<file path="config.mk">
export PLATFORM = sky130hd
export DESIGN_NAME = alu_word_sequencer
export DESIGN_NICKNAME = d
export VERILOG_FILES = /design/src/rtl/alu_word_sequencer.sv
export SDC_FILE = /design/constraint.sdc
export NUM_CORES = 1
export LEC_CHECK = 0
export ABC_AREA = 1
export BUFFER_PORTS_ARGS = -buffer_cell sky130_fd_sc_hd__buf_2
export CAP_MARGIN = 5
export CORE_MARGIN = 2
export CORE_UTILIZATION = 49
export DETAILED_ROUTE_END_ITERATION = 10
export PLACE_DENSITY_LB_ADDON = 0.08
export SLEW_MARGIN = 40
export SYNTH_ARGS = -nofsm -noshare
export SYNTH_HDL_FRONTEND = slang
export SYNTH_SLANG_ARGS = --single-unit
</file>
<file path="constraint.sdc">
create_clock -name clk -period 1.4 [get_ports clk]
set_clock_uncertainty 0.2 [all_clocks]
set_input_delay 0.07 -clock clk [delete_from_list [all_inputs] [get_ports clk]]
set_output_delay 0.07 -clock clk [all_outputs]
set_load 0.05 [all_outputs]
</file>
<file path="src/rtl/alu_word_sequencer.sv">
// Multi-cycle wide-word controller for a shared 4-bit registered ALU slice.
// Optional ALU_SEQ_FASTPASS_EN: pure transfers (s=10, cin=0) skip the ALU.
module alu_word_sequencer #(
    parameter int WIDTH   = 16,
    parameter int ALU_LAT = 2
) (
    input  logic             clk,
    input  logic             reset,
    input  logic             cmd_valid,
    output logic             cmd_ready,
    input  logic [WIDTH-1:0] cmd_a,
    input  logic [WIDTH-1:0] cmd_b,
    input  logic [1:0]       cmd_s,
    input  logic             cmd_cin,
    output logic             rsp_valid,
    input  logic             rsp_ready,
    output logic [WIDTH-1:0] rsp_d,
    output logic             rsp_cout,
    output logic             rsp_zero,
    output logic             rsp_ovf,
    output logic [3:0]       alu_a,
    output logic [3:0]       alu_b,
    output logic [1:0]       alu_s,
    output logic             alu_cin,
    input  logic [3:0]       alu_d,
    input  logic             alu_cout
);

    localparam int NIB = WIDTH / 4;
    localparam int NW  = (NIB > 1) ? $clog2(NIB) : 1;
    localparam int CW  = (ALU_LAT > 1) ? $clog2(ALU_LAT) : 1;

    typedef enum logic [1:0] {
        IDLE  = 2'd0,
        ISSUE = 2'd1,
        WAIT  = 2'd2,
        DONE  = 2'd3
    } state_t;

    state_t r_state, w_state_nxt;

    logic [WIDTH-1:0] r_a, r_b, r_acc;
    logic [1:0]       r_s;
    logic             r_carry, r_a_msb, r_b_msb;
    logic [NW-1:0]    r_nib;
    logic [CW-1:0]    r_cnt;

    logic             r_cmd_ready, r_rsp_valid, r_rsp_cout, r_rsp_zero, r_rsp_ovf;
    logic [WIDTH-1:0] r_rsp_d;
    logic [3:0]       r_alu_a, r_alu_b;
    logic [1:0]       r_alu_s;
    logic             r_alu_cin;

    logic             w_cmd_ready_nxt, w_rsp_valid_nxt, w_rsp_cout_nxt, w_rsp_zero_nxt, w_rsp_ovf_nxt;
    logic [WIDTH-1:0] w_rsp_d_nxt;
    logic [3:0]       w_alu_a_nxt, w_alu_b_nxt;
    logic [1:0]       w_alu_s_nxt;
    logic             w_alu_cin_nxt;

    logic             w_fast, w_sample, w_last_nib, w_bop_msb;
    logic [WIDTH-1:0] w_final;

`ifdef ALU_SEQ_FASTPASS_EN
    assign w_fast = (cmd_s == 2'b10) && !cmd_cin;
`else
    assign w_fast = 1'b0;
`endif

    assign w_sample   = (r_state == WAIT) && (r_cnt == '0);
    assign w_last_nib = (r_nib == NW'(NIB - 1));
    // Result is built as a right-shifting accumulator: each new nibble enters at the top.
    assign w_final    = WIDTH'({alu_d, r_acc} >> 4);

    always_comb begin
        w_bop_msb = 1'b0;
        case (r_s)
            2'b00:   w_bop_msb = r_b_msb;
            2'b01:   w_bop_msb = ~r_b_msb;
            2'b10:   w_bop_msb = 1'b0;
            default: w_bop_msb = 1'b1;
        endcase
    end

    always_ff @(posedge clk) begin
        if (reset) r_state <= IDLE;
        else       r_state <= w_state_nxt;
    end

    always_comb begin
        w_state_nxt = r_state;
        case (r_state)
            IDLE:    if (cmd_valid) w_state_nxt = w_fast ? DONE : ISSUE;
            ISSUE:   w_state_nxt = WAIT;
            WAIT:    if (r_cnt == '0) w_state_nxt = w_last_nib ? DONE : ISSUE;
            DONE:    if (rsp_ready) w_state_nxt = IDLE;
            default: w_state_nxt = IDLE;
        endcase
    end

    always_comb begin
        w_cmd_ready_nxt = (w_state_nxt == IDLE);
        w_rsp_valid_nxt = (w_state_nxt == DONE);
        w_rsp_d_nxt     = r_rsp_d;
        w_rsp_cout_nxt  = r_rsp_cout;
        w_rsp_zero_nxt  = r_rsp_zero;
        w_rsp_ovf_nxt   = r_rsp_ovf;
        w_alu_a_nxt     = r_alu_a;
        w_alu_b_nxt     = r_alu_b;
        w_alu_s_nxt     = r_alu_s;
        w_alu_cin_nxt   = r_alu_cin;
        if (r_state == IDLE && cmd_valid && w_fast) begin
            w_rsp_d_nxt    = cmd_a;
            w_rsp_cout_nxt = 1'b0;
            w_rsp_zero_nxt = (cmd_a == '0);
            w_rsp_ovf_nxt  = 1'b0;
        end
        if (r_state == ISSUE) begin
            w_alu_a_nxt   = r_a[3:0];
            w_alu_b_nxt   = r_b[3:0];
            w_alu_s_nxt   = r_s;
            w_alu_cin_nxt = r_carry;
        end
        if (w_sample && w_last_nib) begin
            w_rsp_d_nxt    = w_final;
            w_rsp_cout_nxt = alu_cout;
            w_rsp_zero_nxt = (w_final == '0);
            w_rsp_ovf_nxt  = (r_a_msb == w_bop_msb) && (w_final[WIDTH-1] != r_a_msb);
        end
    end

    always_ff @(posedge clk) begin
        if (reset) begin
            r_a         <= '0;
            r_b         <= '0;
            r_acc       <= '0;
            r_s         <= '0;
            r_carry     <= 1'b0;
            r_a_msb     <= 1'b0;
            r_b_msb     <= 1'b0;
            r_nib       <= '0;
            r_cnt       <= '0;
            r_cmd_ready <= 1'b1;
            r_rsp_valid <= 1'b0;
            r_rsp_d     <= '0;
            r_rsp_cout  <= 1'b0;
            r_rsp_zero  <= 1'b0;
            r_rsp_ovf   <= 1'b0;
            r_alu_a     <= '0;
            r_alu_b     <= '0;
            r_alu_s     <= '0;
            r_alu_cin   <= 1'b0;
        end else begin
            if (r_state == IDLE && cmd_valid) begin
                r_a     <= cmd_a;
                r_b     <= cmd_b;
                r_s     <= cmd_s;
                r_carry <= cmd_cin;
                r_a_msb <= cmd_a[WIDTH-1];
                r_b_msb <= cmd_b[WIDTH-1];
                r_nib   <= '0;
            end
            // Operands shift down so the next nibble is always at [3:0].
            if (r_state == ISSUE) begin
                r_a   <= r_a >> 4;
                r_b   <= r_b >> 4;
                r_cnt <= CW'(ALU_LAT - 1);
            end
            if (r_state == WAIT) begin
                if (r_cnt != '0) begin
                    r_cnt <= r_cnt - CW'(1);
                end else begin
                    r_acc   <= w_final;
                    r_carry <= alu_cout;
                    r_nib   <= r_nib + NW'(1);
                end
            end
            r_cmd_ready <= w_cmd_ready_nxt;
            r_rsp_valid <= w_rsp_valid_nxt;
            r_rsp_d     <= w_rsp_d_nxt;
            r_rsp_cout  <= w_rsp_cout_nxt;
            r_rsp_zero  <= w_rsp_zero_nxt;
            r_rsp_ovf   <= w_rsp_ovf_nxt;
            r_alu_a     <= w_alu_a_nxt;
            r_alu_b     <= w_alu_b_nxt;
            r_alu_s     <= w_alu_s_nxt;
            r_alu_cin   <= w_alu_cin_nxt;
        end
    end

    assign cmd_ready = r_cmd_ready;
    assign rsp_valid = r_rsp_valid;
    assign rsp_d     = r_rsp_d;
    assign rsp_cout  = r_rsp_cout;
    assign rsp_zero  = r_rsp_zero;
    assign rsp_ovf   = r_rsp_ovf;
    assign alu_a     = r_alu_a;
    assign alu_b     = r_alu_b;
    assign alu_s     = r_alu_s;
    assign alu_cin   = r_alu_cin;

endmodule

</file>
# After elaboration in Yosys (flattened, before gate mapping)
# Cells that the tools add are included.
# op_classes
bitwise_logic,2
n_eq_ne,9
muxes,19
n_addsub,2
reduce_logical,11
# op_table
op,count
12-bit two-way mux,4
16-bit logical NOT,1
2-bit two-way mux,7
2-bit == test (second input constant),5
2-bit one-hot mux with 4 select lines,1
2-bit logical NOT,3
1-bit two-way mux,6
2-bit by 1-bit == test with 1-bit output (second input constant),2
1-bit logical AND,4
1-bit one-hot mux with 3 select lines,1
2-bit by 1-bit adder with 2-bit output (second input constant),1
1-bit NOT,2
2-bit AND reduction,1
2-bit nonzero test,1
2-bit OR reduction,1
1-bit == test,1
1-bit inequality test,1
1-bit subtractor (second input constant),1
# totals
inputBits,44
regBits,90
wordCells,65

# Logic depth before layout (Yosys ltp)
# depth
depth_word,5
mapped_depth,8
mapped_depth_nobuf,7

# Least setup slack after synthesis
# OpenSTA, ideal clock, no wires.
# synth_timing
path_type,flip-flop to flip-flop
start,register r_state[1]
end,register r_acc[12]
setup_slack_ns,-0.072
stages_incl_launch_ff,8
setup_ns,0.119
t_arrival_ns,1.153
period_less_slack_ns,1.472
path_cell_list,dfxtp_1 -> inv_2 -> nor2_4 -> nand2_2 -> buf_6 -> buf_6 -> o21ai_0 -> a21oi_1
# synth_between
elab_chain_len,2
# synth_rtl
item,line,rtl
"start, declared",40,"state_t r_state, w_state_nxt;"
"start signal, assigned",86,else r_state <= w_state_nxt;
2-bit == test,168,if (r_state == WAIT) begin
2-bit AND reduction (no source line),-,
"end signal, assigned",172,r_acc <= w_final;
"end, declared",42,"logic [WIDTH-1:0] r_a, r_b, r_acc;"
# No other way between the ends.
# A chain may end at the register's enable or synchronous reset.

# Final worst setup path
# layout_timing
start,register r_state[0]
end,register r_rsp_d[13] (netlist: rsp_d[13])
# layout_between
elab_chain_len,3
# layout_rtl
item,line,rtl
2-bit == test,69,assign w_sample = (r_state == WAIT) && (r_cnt == '0);
1-bit logical AND,69,
1-bit logical AND,123,if (w_sample && w_last_nib) begin
"end signal, assigned",179,r_rsp_d <= w_rsp_d_nxt;
"end, declared",49,logic [WIDTH-1:0] r_rsp_d;
# No other way between the ends.

==> impl_metrics.tcl <==
set metrics [dict create \
    worstMarginPinSlew_ns 0.264 \
    fillers 596 \
    whs_ns 0.252 \
    synth.distinct_cells 29 \
    area_growth_pct 44.1 \
    startpoint_type "flip-flop" \
    rows 31 \
    crit_path_end_kind "flip-flop" \
    min_period_ns 1.48 \
    netlist_instances 451 \
    cts_tree "yes" \
    ys_seq_area_frac 0.482 \
    cts.sinks 86 \
    io_pins 76 \
    finalHoldViolCount 0 \
    max_clock_freq_mhz 674 \
    cts_buffers 9 \
    wl_per_cell_um 13.3 \
    cellPowerDensity_nw_per_um2 1160 \
    clock_latency_ns 0.36 \
    drt-vias-per-instance 4.89 \
    grt_max_degree 59 \
    p_leak_nw 2.24 \
    clockBufferDepth 2 \
    cts_htree_levels 3 \
    yosysWarnings 0 \
    syn-cell-area_sq_um 3570 \
    outcome "complete, but fails checks" \
    critical_path_required_ns 1.46 \
    crit_fanout 7 \
    die_w_um 89.4 \
    drive_gt1_frac 0.312 \
    overflow 0 \
    root_buffer "clkbuf_8" \
    core_sq_um 7180 \
    place.gp.congestion 0.798 \
    clk_pin_slew_ns 0.09 \
    syn_avg_cell_area_sq_um 7.93 \
    wl_mm 9.15 \
    track_usage 0.222 \
    ys_ff_latch 86 \
    die_h_um 89.4 \
    antenna_cells 0 \
    vias 3372 \
    grt_pass1_vias 2926 \
    top_usage_layer "met2" \
    drcViolationCount 0 \
    grt_util_met1 0.306 \
    grtUsageMet3 0.0388 \
    final_area_sq_um 5150 \
    drv_slew 0 \
    start_util 0.498 \
    grt_pass1_wl_mm 13.6 \
    crit_type "flip-flop to flip-flop" \
    min_path_type "flip-flop to flip-flop" \
    use_met2 0.335 \
    dp.final_hpwl_mm 5.22 \
    final_nets 630 \
    drt_first_pass_iters 4 \
    placed_area_sq_um 4110 \
    cp.arrival_ns 1.54 \
    syn-num-nets 496 \
    design.die.area_sq_um 7990 \
    ir_worst_vdd_mv 0.652 \
    antenna_found_initial 0 \
    violations "setup timing" \
    drv_cap 0 \
    rsz0062_at_grt "true" \
    drt_iter0_markers 137 \
    finalCritPeriodShare 1.06 \
    setup_viol 30 \
    postLayoutSetupSlackWorst_ns -0.0843 \
    slew_headroom 0.825 \
    ant_nets 0 \
    io_buffers 75 \
]
[metrics by stage]
step,setup TNS [ns],cells,utilization,total power [mW],worst slack [ns]
2_1_floorplan,0,451,-,3.46,0.00769
3_3_place_gp,-0.274,621,0.572,3.72,-0.0293
3_5_place_dp,-0.817,621,0.572,3.74,-0.0543
4_1_cts,-0.122,684,0.683,5.88,-0.0177
5_1_grt,-4.35,689,0.718,6.21,-0.164
6_report,-0.515,689,0.718,5.96,-0.0843
[worst paths after layout]
check / endpoint / cells after the start / from / slack [ns]
hold / removal: r_a[11] / 2 / r_a[11] / 0.25
hold reg to reg: r_a[11] / 2 / r_a[11] / 0.25
setup reg to reg: rsp_d[13] / 6 / r_state[0] / -0.08
setup / recovery: rsp_d[13] / 6 / r_state[0] / -0.08
[worst max-delay path, cell delays in order (launching register included)]
cell and delay, ns:
dfxtp_2 0.34, buf_6 0.13, nor2_4 0.17, nand3_4 0.12
buf_6 0.16, o21ai_0 0.19, nor2_1 0.07
[state kept, by name, summed over array words and instances (netlist names), 2 cells and up]
signal   count
r_acc       12
alu_s        2
r_b         16
alu_b        4
alu_a        4
r_state      2
rsp_d       16
r_a         16
r_nib        2
r_s          2
[where the power goes]
part	internal (mW)	total, mW	switching, mW	leakage [nW]
combinational	0.525	1.23	0.710	1.42
clock	1.07	2.02	0.949	0.113
sequential	2.63	2.71	0.0769	0.704
total	4.22	5.96	1.74	2.24
[synth_stat cells]
library cell  number  area share
a211oi_1           1      0.0021
a21oi_1           55       0.077
a21oi_2           12       0.029
buf_12             2       0.011
buf_2              3      0.0042
buf_4              5       0.011
buf_6              9       0.028
clkbuf_1           8      0.0084
clkbuf_2           2      0.0028
clkinv_2           1      0.0014
dfxtp_1           86        0.48
ha_1               1      0.0035
inv_1             37       0.039
inv_2              3      0.0031
nand2_1           83       0.087
nand2_2            2      0.0035
nand3_1            7      0.0098
nand3_2            1      0.0028
nand3_4            1      0.0049
nand4_1            2      0.0035
nor2_1            37       0.039
nor2_4             1      0.0031
nor2_8             2       0.011
nor3_1             2      0.0028
o211ai_2           1      0.0035
o21ai_0           62       0.087
o21ai_1           20       0.028
o21ai_2            4      0.0098
or2_2              1      0.0018
[logic make-up after synthesis]
group / count (synthesis) / synth area share
AO/OA/AOI/OAI: 155 / 0.237
adder cells (fa/ha/maj): 1 / 0.00350
buffers and inverters: 70 / 0.109
flip-flops: 86 / 0.482
AND/OR/NAND/NOR: 139 / 0.169
[routing by layer]
layer  vias up  share of wire
li1       1744              -
met1      1529           0.48
met2        81           0.46
met3        18          0.042
met4         0          0.020
met5         -              0
[cells in the final DEF (no fill, tap or decap), types with 2 or more instances in the layout]
| cell type | netlist | layout |
|---|---|---|
| dfxtp_1 | 86 | 84 |
| nand2_1 | 83 | 83 |
| buf_2 | 3 | 74 |
| a21oi_1 | 55 | 54 |
| dlygate4sd3_1 | 0 | 43 |
| inv_1 | 37 | 35 |
| nor2_1 | 37 | 34 |
| o21ai_0 | 62 | 31 |
| o21ai_1 | 20 | 31 |
| o21ai_2 | 4 | 21 |
| a21oi_2 | 12 | 13 |
| buf_4 | 5 | 11 |
| clkbuf_8 | 0 | 10 |
| buf_6 | 9 | 9 |
| buf_12 | 2 | 7 |
| nand3_1 | 7 | 6 |
| inv_4 | 0 | 3 |
| nor2_4 | 1 | 3 |
| o21ai_4 | 0 | 3 |
| clkbuf_16 | 0 | 3 |
| nand3_4 | 1 | 2 |
| clkinvlp_4 | 0 | 2 |
| nor2_8 | 2 | 2 |
| nand2_4 | 0 | 2 |
| nor3_1 | 2 | 2 |
| nand4_1 | 2 | 2 |
| clkinv_4 | 0 | 2 |
| bufinv_16 | 0 | 2 |
| buf_16 | 0 | 2 |
| buf_8 | 0 | 2 |
| dfxtp_2 | 0 | 2 |
[area by class of cell]
cell class / instances / area (sq um) / share of cell area
clock inverter: 6 / 93.8 / 0.0182
clock buffer: 10 / 138 / 0.0267
inverter: 41 / 173 / 0.0335
timing repair buffer: 152 / 1290 / 0.251
tap: 99 / 124 / 0.0240
sequential: 86 / 1720 / 0.335
multi-input combinational: 295 / 1610 / 0.312
[what timing repair did]
item | in CTS | in global routing
setup buffers | 2 | 1
hold endpoints to repair | 53 | 0
gates cloned | 2 | 4
setup endpoints to repair | 61 | 73
resized for setup | 32 | 55
pin swaps | 3 | 5
hold buffers | 43 | 0
(Power assumes the default switching activity.)
